--- config.mk ---
export PLATFORM = sky130hd
export DESIGN_NAME = pipe_hazard_ctrl_flat
export DESIGN_NICKNAME = d
export VERILOG_FILES = /design/src/rtl/pipe_hazard_ctrl_if.sv /design/src/rtl/pipe_hazard_ctrl.sv /design/src/flat_wrapper.sv
export SDC_FILE = /design/constraint.sdc
export NUM_CORES = 1
export LEC_CHECK = 0
export ABC_AREA = 1
export BUFFER_PORTS_ARGS = -buffer_cell sky130_fd_sc_hd__buf_2
export CAP_MARGIN = 20
export CORE_AREA = 3 3 115 117
export CTS_BUF_LIST = sky130_fd_sc_hd__clkbuf_4
export CTS_CLUSTER_SIZE = 40
export DETAILED_ROUTE_END_ITERATION = 12
export DIE_AREA = 0 0 118 120
export PLACE_DENSITY_LB_ADDON = 0.15
export RECOVER_POWER = 25
export SLEW_MARGIN = 20
export SYNTH_ARGS = -nofsm -noshare
export SYNTH_HDL_FRONTEND = slang
export SYNTH_SLANG_ARGS = --single-unit
export TNS_END_PERCENT = 10
--- constraint.sdc ---
create_clock -name clk -period 1.6 [get_ports clk]
set_clock_uncertainty 0.15 [all_clocks]
set_input_delay 0.16 -clock clk [delete_from_list [all_inputs] [get_ports clk]]
set_output_delay 0.16 -clock clk [all_outputs]
set_load 0.02 [all_outputs]
--- src/rtl/pipe_hazard_ctrl_if.sv ---
// Data-memory request/ready handshake between the pipeline sequencer and the
// data memory.
//   dmem_req   : sequencer -> memory, an access is presented this cycle
//   dmem_ready : memory -> sequencer, the current access completes this cycle
interface pipe_hazard_ctrl_if;
    logic dmem_req;
    logic dmem_ready;

    modport master (output dmem_req, input dmem_ready);
    modport slave  (input dmem_req, output dmem_ready);
endinterface

--- src/rtl/pipe_hazard_ctrl.sv ---
// Central pipeline sequencer for the 5-stage core. It generates the
// enable/flush controls for the PC and every pipeline register, and the
// PC-source select. It handles load-use stalls, MEM-stage redirects and
// multi-cycle data-memory accesses, and it provides a dmem wait-timeout error
// and stall/flush performance counters.
// Ports:
//   clk, rst_n                 clock, asynchronous active-low reset
//   id_rs, id_rt, id_uses_rt   source operands of the instruction in ID
//   ex_rt, ex_MemRead          destination and load flag of the instruction in EX
//   mem_MemRead, mem_MemWrite  MEM-stage memory access
//   mem_branch_taken, mem_Jump MEM-stage control transfer
//   dmem                       dmem_req/dmem_ready handshake (master side)
//   pc_en, pc_src              PC enable and source (00 PC+4, 01 branch, 10 jump)
//   *_en, *_flush              pipeline register load enables and clears
//   memwb_bubble               load MEM/WB with zero controls
//   mem_err                    sticky dmem timeout error
//   stall_cnt, flush_cnt       performance counters (wrapping)
module pipe_hazard_ctrl #(
    parameter int unsigned MAX_WAIT = 16,
    parameter int unsigned CNT_W    = 32
) (
    input  logic             clk,
    input  logic             rst_n,
    input  logic [4:0]       id_rs,
    input  logic [4:0]       id_rt,
    input  logic             id_uses_rt,
    input  logic [4:0]       ex_rt,
    input  logic             ex_MemRead,
    input  logic             mem_MemRead,
    input  logic             mem_MemWrite,
    input  logic             mem_branch_taken,
    input  logic             mem_Jump,
    pipe_hazard_ctrl_if.master dmem,
    output logic             pc_en,
    output logic [1:0]       pc_src,
    output logic             ifid_en,
    output logic             ifid_flush,
    output logic             idex_en,
    output logic             idex_flush,
    output logic             exmem_en,
    output logic             exmem_flush,
    output logic             memwb_en,
    output logic             memwb_bubble,
    output logic             mem_err,
    output logic [CNT_W-1:0] stall_cnt,
    output logic [CNT_W-1:0] flush_cnt
);

    localparam int unsigned WCW = (MAX_WAIT < 1) ? 1 : $clog2(MAX_WAIT + 1);
    localparam logic [WCW-1:0] WAIT_LIMIT = WCW'(MAX_WAIT);

    typedef enum logic [1:0] {
        S_IDLE = 2'd0,
        S_WAIT = 2'd1,
        S_ERR  = 2'd2
    } state_t;

    state_t         state_q, state_d;
    logic [WCW-1:0] wait_cnt_q, wait_cnt_d;
    logic           mem_err_d;
    logic           mem_op, mem_stall, load_use, redirect, in_err;
    logic           req, stall_inc, flush_inc;

    assign dmem.dmem_req = req;

    always_ff @(posedge clk or negedge rst_n) begin
        if (!rst_n) begin
            state_q    <= S_IDLE;
            wait_cnt_q <= '0;
            mem_err    <= 1'b0;
            stall_cnt  <= '0;
            flush_cnt  <= '0;
        end else begin
            state_q    <= state_d;
            wait_cnt_q <= wait_cnt_d;
            mem_err    <= mem_err_d;
            if (stall_inc) stall_cnt <= stall_cnt + CNT_W'(1);
            if (flush_inc) flush_cnt <= flush_cnt + CNT_W'(1);
        end
    end

    always_comb begin
        mem_op    = mem_MemRead | mem_MemWrite;
        in_err    = (state_q == S_ERR);
        mem_stall = (mem_op & ~dmem.dmem_ready) | in_err;
        redirect  = mem_branch_taken | mem_Jump;
        load_use  = ex_MemRead && (ex_rt != 5'd0) &&
                    ((ex_rt == id_rs) || (id_uses_rt && (ex_rt == id_rt)));

        // Counters only advance out of reset; the register block enforces it.
        stall_inc = mem_stall | (load_use & ~redirect);
        flush_inc = redirect & ~mem_stall;

        state_d    = state_q;
        wait_cnt_d = wait_cnt_q;
        mem_err_d  = mem_err;
        case (state_q)
            S_IDLE: begin
                if (mem_op && !dmem.dmem_ready) begin
                    state_d    = S_WAIT;
                    wait_cnt_d = WCW'(1);
                end
            end
            S_WAIT: begin
                if (dmem.dmem_ready) begin
                    state_d    = S_IDLE;
                    wait_cnt_d = '0;
                end else if (wait_cnt_q == WAIT_LIMIT) begin
                    state_d   = S_ERR;
                    mem_err_d = 1'b1;
                end else begin
                    wait_cnt_d = wait_cnt_q + WCW'(1);
                end
            end
            S_ERR:   ;
            default: state_d = S_IDLE;
        endcase

        req          = 1'b0;
        pc_en        = 1'b0;
        pc_src       = 2'b00;
        ifid_en      = 1'b0;
        ifid_flush   = 1'b0;
        idex_en      = 1'b0;
        idex_flush   = 1'b0;
        exmem_en     = 1'b0;
        exmem_flush  = 1'b0;
        memwb_en     = 1'b0;
        memwb_bubble = 1'b0;

        // Outputs are gated by rst_n so that an asserted reset drops every
        // control (including dmem_req) without waiting for a clock edge.
        if (rst_n) begin
            req = mem_op & ~in_err;
            if (mem_stall) begin
                // Frozen front end; MEM/WB keeps draining with a bubble.
                memwb_en     = 1'b1;
                memwb_bubble = 1'b1;
            end else if (redirect) begin
                pc_en       = 1'b1;
                pc_src      = mem_Jump ? 2'b10 : 2'b01;
                ifid_en     = 1'b1;
                ifid_flush  = 1'b1;
                idex_en     = 1'b1;
                idex_flush  = 1'b1;
                exmem_en    = 1'b1;
                exmem_flush = 1'b1;
                memwb_en    = 1'b1;
            end else if (load_use) begin
                idex_en    = 1'b1;
                idex_flush = 1'b1;
                exmem_en   = 1'b1;
                memwb_en   = 1'b1;
            end else begin
                pc_en    = 1'b1;
                ifid_en  = 1'b1;
                idex_en  = 1'b1;
                exmem_en = 1'b1;
                memwb_en = 1'b1;
            end
        end
    end

endmodule

--- src/flat_wrapper.sv ---
// flat-port wrapper written by rule: the top's interface ports become plain ports
module pipe_hazard_ctrl_flat 
#(
    parameter int unsigned MAX_WAIT = 16,
    parameter int unsigned CNT_W    = 32
)
  (clk, rst_n, id_rs, id_rt, id_uses_rt, ex_rt, ex_MemRead, mem_MemRead, mem_MemWrite, mem_branch_taken, mem_Jump, pc_en, pc_src, ifid_en, ifid_flush, idex_en, idex_flush, exmem_en, exmem_flush, memwb_en, memwb_bubble, mem_err, stall_cnt, flush_cnt, dmem_dmem_req, dmem_dmem_ready);
  pipe_hazard_ctrl_if dmem_i ();
  input  logic clk;
  input  logic rst_n;
  input  logic [4:0] id_rs;
  input  logic [4:0] id_rt;
  input  logic id_uses_rt;
  input  logic [4:0] ex_rt;
  input  logic ex_MemRead;
  input  logic mem_MemRead;
  input  logic mem_MemWrite;
  input  logic mem_branch_taken;
  input  logic mem_Jump;
  output logic pc_en;
  output logic [1:0] pc_src;
  output logic ifid_en;
  output logic ifid_flush;
  output logic idex_en;
  output logic idex_flush;
  output logic exmem_en;
  output logic exmem_flush;
  output logic memwb_en;
  output logic memwb_bubble;
  output logic mem_err;
  output logic [CNT_W-1:0] stall_cnt;
  output logic [CNT_W-1:0] flush_cnt;
  output wire logic [$bits(dmem_i.dmem_req)-1:0] dmem_dmem_req;
  input wire logic [$bits(dmem_i.dmem_ready)-1:0] dmem_dmem_ready;
  assign dmem_dmem_req = dmem_i.dmem_req;
  assign dmem_i.dmem_ready = dmem_dmem_ready;
  pipe_hazard_ctrl #(.MAX_WAIT(MAX_WAIT), .CNT_W(CNT_W)) u_core (.clk(clk), .rst_n(rst_n), .id_rs(id_rs), .id_rt(id_rt), .id_uses_rt(id_uses_rt), .ex_rt(ex_rt), .ex_MemRead(ex_MemRead), .mem_MemRead(mem_MemRead), .mem_MemWrite(mem_MemWrite), .mem_branch_taken(mem_branch_taken), .mem_Jump(mem_Jump), .dmem(dmem_i), .pc_en(pc_en), .pc_src(pc_src), .ifid_en(ifid_en), .ifid_flush(ifid_flush), .idex_en(idex_en), .idex_flush(idex_flush), .exmem_en(exmem_en), .exmem_flush(exmem_flush), .memwb_en(memwb_en), .memwb_bubble(memwb_bubble), .mem_err(mem_err), .stall_cnt(stall_cnt), .flush_cnt(flush_cnt));
endmodule
### Yosys cells after proc, flatten, opt, wreduce, memory -nomap -nowiden

Index checks and enable logic that the tools add are counted.

| operators by class | value |
|---|---|
| add/subtract/negate cells | 3 |
| equal/unequal tests | 8 |
| mux-type cells | 29 |
| bitwise operators | 12 |
| reduce and logical (&&, ||, !) cells | 12 |

Operator list:

| operator | number |
|---|---|
| 32-bit by 1-bit adder with 32-bit output, second input constant | 2 |
| 1-bit 2-to-1 mux | 17 |
| 5-bit 2-to-1 mux | 3 |
| 2-bit 2-to-1 mux | 7 |
| 5-bit equality test | 2 |
| 5-bit case mux with 2 select lines | 1 |
| 3-bit AND reduction | 3 |
| 2-bit case mux with 3 select lines | 1 |
| 5-bit by 1-bit adder with 5-bit output, second input constant | 1 |
| 5-bit equality test, second input constant | 1 |
| 5-bit nonzero test | 1 |
| 1-bit bitwise AND | 4 |
| 1-bit logical AND | 4 |
| 1-bit inverter | 4 |
| 1-bit OR | 4 |
| 3-bit by 2-bit inequality test with 1-bit output, second input constant | 1 |
| 3-bit inequality test, second input constant | 1 |
| 2-bit by 1-bit equality test with 1-bit output, second input constant | 1 |
| 2-bit equality test, second input constant | 1 |
| 2-bit zero test | 1 |
| 2-bit by 1-bit inequality test with 1-bit output, second input constant | 1 |
| 2-bit nonzero test | 1 |
| 1-bit zero test | 1 |
| 1-bit logical OR | 1 |

| word-level totals | value |
|---|---|
| bits in registers | 72 |
| input bits | 24 |
| logic and storage cells | 69 |

### Logic depth before layout (Yosys ltp)

| logic depth | value |
|---|---|
| depth in word-level cells | 8 |
| depth in mapped cells | 11 |
| mapped depth without buffers | 10 |

### Worst setup path after synthesis

OpenSTA, ideal clock, no wires.

| path | value |
|---|---|
| path type | reg2out |
| start | reg u_core.state_q[1] |
| end | out idex_flush |
| arrival | 1.531 ns |
| required time | 1.290 ns |
| path slack | -0.241 ns |
| cell stages (with the launch flop) | 8 |
| buffers on the path | 1 |
| path through | dfrtp_1 -> inv_1 -> nor2_4 -> nor2_8 -> nand2_2 -> buf_2 -> nor2_1 -> a31o_2 |

| between the ends | value |
|---|---|
| word-level cells in the longest chain between the ends | 4 |

RTL lines:

| what | RTL line | text |
|---|---|---|
| start: declaration | pipe_hazard_ctrl.sv:58 | `state_t state_q, state_d;` |
| start signal: assignment | pipe_hazard_ctrl.sv:74 | `state_q <= state_d;` |
| 2-bit equality test | pipe_hazard_ctrl.sv:84 | `in_err = (state_q == S_ERR);` |
| 1-bit OR | pipe_hazard_ctrl.sv:85 | `mem_stall = (mem_op & ~dmem.dmem_ready) \| in_err;` |
| 1-bit 2-to-1 mux | pipe_hazard_ctrl.sv:135 | `if (mem_stall) begin` |
| 1-bit 2-to-1 mux | pipe_hazard_ctrl.sv:133 | `if (rst_n) begin` |
| end: declaration | flat_wrapper.sv:25 | `output logic idex_flush;` |

Every way passes these cells.

### Final worst setup path

| path | value |
|---|---|
| start | reg u_core.state_q[0] |
| end | out idex_flush |

Same word-level chain as after synthesis.

==> results.toml <==
[logic_synthesis]
synth.cell_area_um2 = 4920
synth-seq-cells = 72
ys_async_sr_fraction = 1.00
synth-edff-count = 0
synth_ff_type = "dfrtp_1"
syn_avg_cell_area_um2 = 6.52
syn-num-nets = 782
ys_types = 28
ys_seq_area_frac = 0.366
syn-instance-count = 754
ys_warn_count = 0

[die]
rows = 41
die_x_um = 118
initial_core_util = 0.394
dieArea_um2 = 14200
io_pins = 101
die_height_um = 120
core_um2 = 12500

[route]
drtPass1Iterations = 4
drt_drc_violations_left = 0
routed_via_density = 4.84
vias = 5536
drtIter0Drc = 270
avgRoutedWirePerCell_um = 13.4
ant_nets = 0
wl_mm = 15.4

[setup_path]
critPathArrivalTime_ns = 1.61
endpoint_kind = "output pin"
r2r-start = "u_core.stall_cnt[3]"
reg2reg_to = "u_core.stall_cnt[16]"
rr_worst_depth = 8
cp_max_fo = 3
r2r_setup_slack_ns = -0.07
worst_ep_required_time_ns = 1.29
start_kind = "register"
crit_type = "register to output pin"

[placement]
io_buffers = 100
gp_congestion = 0.963
dp_hpwl_mm = 11.8

[sta]
period_minus_slack_ns = 1.92
slew_violations = 0
setup_slack_ns = -0.319
tightest_slew_ns = 1.05
holdWs_ns = 0.130
min_period_over_period = 1.20
rsz0062_at_grt = "true"
max_freq_mhz = 521
slew_headroom = 0.300
setup_viol_count_final = 17
hold_viol_final = 0

[pwr]
totalPowerFinal_mw = 3.58
powerDensity_nw_per_um2 = 505
peakVddDrop_uv = 521
power_leakage_nw = 3.69

[layout]
fin_util = 0.568
syn_to_final_growth_pct = 43.9
antenna_cells = 0
final_nets = 995
drive_above_1_share = 0.361

[clock_network]
cts_max_level = 3
clockBufferDepth = 2
clk_pin_slew_ns = 0.12
clkLatencyLatePin_ns = 0.45
numCtsBuffers = 9
cts_tree = "built"
cts.sinks = 72
cts-root-buf = "clkbuf_4"

[grt]
grtUsageTotal = 0.221
antenna_found_initial = 0
overflow = 0
grt_max_degree = 73
grt_pass1_vias = 5348
grt_pass1_wl_mm = 25.2

[status]
violations = "setup timing"
outcome = "finished with violations"

[flow_run]
cap_violations = 0

[worst_hold_path]
worstHoldPathType = "input port to register"
holdPathEnd = "u_core.wait_cnt_q[3]"
min_path_cells = 6
worstHoldStart = "mem_MemRead"
## routing by layer
| metal | GRT usage | wire, um | up-vias |
|---|---|---|---|
| li1 | - | - | 2768 |
| met1 | 0.255 | 6520 | 2599 |
| met2 | 0.391 | 7780 | 131 |
| met3 | 0.0518 | 578 | 38 |
| met4 | 0.0952 | 498 | 0 |
| met5 | 0 | 0 | - |
## cells in the final DEF, fill, tap and decap left out, types with 2 or more instances in the layout
master | synthesis | layout
xnor2_1 | 6 | 6
clkbuf_4 | 0 | 11
nor3_2 | 3 | 13
bufinv_16 | 0 | 2
buf_12 | 0 | 3
inv_1 | 64 | 57
nor3_1 | 18 | 5
buf_6 | 0 | 20
ha_1 | 4 | 2
dlygate4sd3_1 | 0 | 3
nand3b_1 | 19 | 19
buf_2 | 6 | 84
inv_2 | 7 | 13
o21ai_1 | 1 | 3
nand3_2 | 2 | 4
nand2_2 | 4 | 10
nand4_1 | 4 | 4
nor2_4 | 3 | 10
nand3_1 | 55 | 53
o21ai_0 | 17 | 15
dfrtp_1 | 72 | 62
nor3_4 | 1 | 4
nand2_1 | 315 | 305
dfrtp_2 | 0 | 10
nor2_1 | 99 | 54
nand2_4 | 0 | 4
buf_4 | 7 | 106
xor2_1 | 27 | 27
clkinv_2 | 0 | 2
a21oi_1 | 5 | 5
clkinvlp_4 | 0 | 2
nor2_2 | 8 | 46
## per-stage QoR
stage                     cell area [um2]  instances  setup TNS [ns]  worst slack, ns
after floorplan                      4930        754          -0.873           -0.114
after global placement               6390       1116          -0.512          -0.0913
after detailed placement             6390       1116           -1.05          -0.0951
after CTS                            6810       1140           -3.73           -0.352
after global routing                 7080       1144           -8.73           -0.449
final                                7080       1144           -2.73           -0.319
## cell type report
class,count,area (um2)
inverters,71,269
flip-flops and latches,72,1810
multi-input cells,594,3060
well taps,172,215
clock buffers,10,75.1
clock inverters,6,85.1
repair buffers,219,1560
fillers,1251,5390
## logic make-up after synthesis
logic type,Yosys count,share of synthesized area
compound gates,24,0.0252
buf+inv,88,0.0740
xor+xnor,33,0.0588
simple gates,533,0.465
flops,72,0.366
fa+ha+maj,4,0.0102
## critical path, stage by stage (launching register included)
cell and delay (ns):
dfrtp_1 0.42, nor2_4 0.21, inv_2 0.06, nand2_2 0.09
nor2_4 0.05, a31o_4 0.22, buf_6 0.13
## power breakdown
part           internal (mW)  total (mW)  switching, mW
clock                  0.644        1.33          0.686
sequential              1.85        1.87         0.0258
combinational          0.154       0.375          0.222
## cells in the mapped netlist, types with 5 or more instances
| library cell | instances | area share |
|---|---|---|
| nand2_1 | 315 | 0.24 |
| nor2_1 | 99 | 0.076 |
| dfrtp_1 | 72 | 0.37 |
| inv_1 | 64 | 0.049 |
| nand3_1 | 55 | 0.056 |
| xor2_1 | 27 | 0.048 |
| nand3b_1 | 19 | 0.029 |
| nor3_1 | 18 | 0.018 |
| o21ai_0 | 17 | 0.017 |
| nor2_2 | 8 | 0.010 |
| buf_4 | 7 | 0.011 |
| inv_2 | 7 | 0.0053 |
| buf_2 | 6 | 0.0061 |
| xnor2_1 | 6 | 0.011 |
| a21oi_1 | 5 | 0.0051 |
## flip-flops by register name, summed over array words and instances (netlist names)
| register | count |
|---|---|
| u_core.wait_cnt_q | 5 |
| u_core.mem_err | 1 |
| u_core.state_q | 2 |
| u_core.stall_cnt | 32 |
| u_core.flush_cnt | 32 |
## worst max-delay path by stage
stage               slack, ns                   end  cells past startpoint                 from
finish                  -0.32            idex_flush                      6    u_core.state_q[0]
global route            -0.45            idex_flush                      6    u_core.state_q[0]
CTS                     -0.35            idex_flush                      7    u_core.state_q[1]
detailed placement       -0.1  u_core.flush_cnt[12]                      8  u_core.flush_cnt[1]
global placement        -0.09  u_core.flush_cnt[26]                      9  u_core.flush_cnt[9]
floorplan               -0.11  u_core.flush_cnt[30]                     10  u_core.flush_cnt[1]
## repair_timing
action | in CTS | in global routing
resized for setup | 56 | 85
endpoints found under the setup margin | 53 | 81
buffers inserted | 5 | 4
hold buffers | 3 | 0
pin swaps | 12 | 15
hold endpoints to repair | 74 | 0
Note: power is estimated with default switching activity, not from simulation.
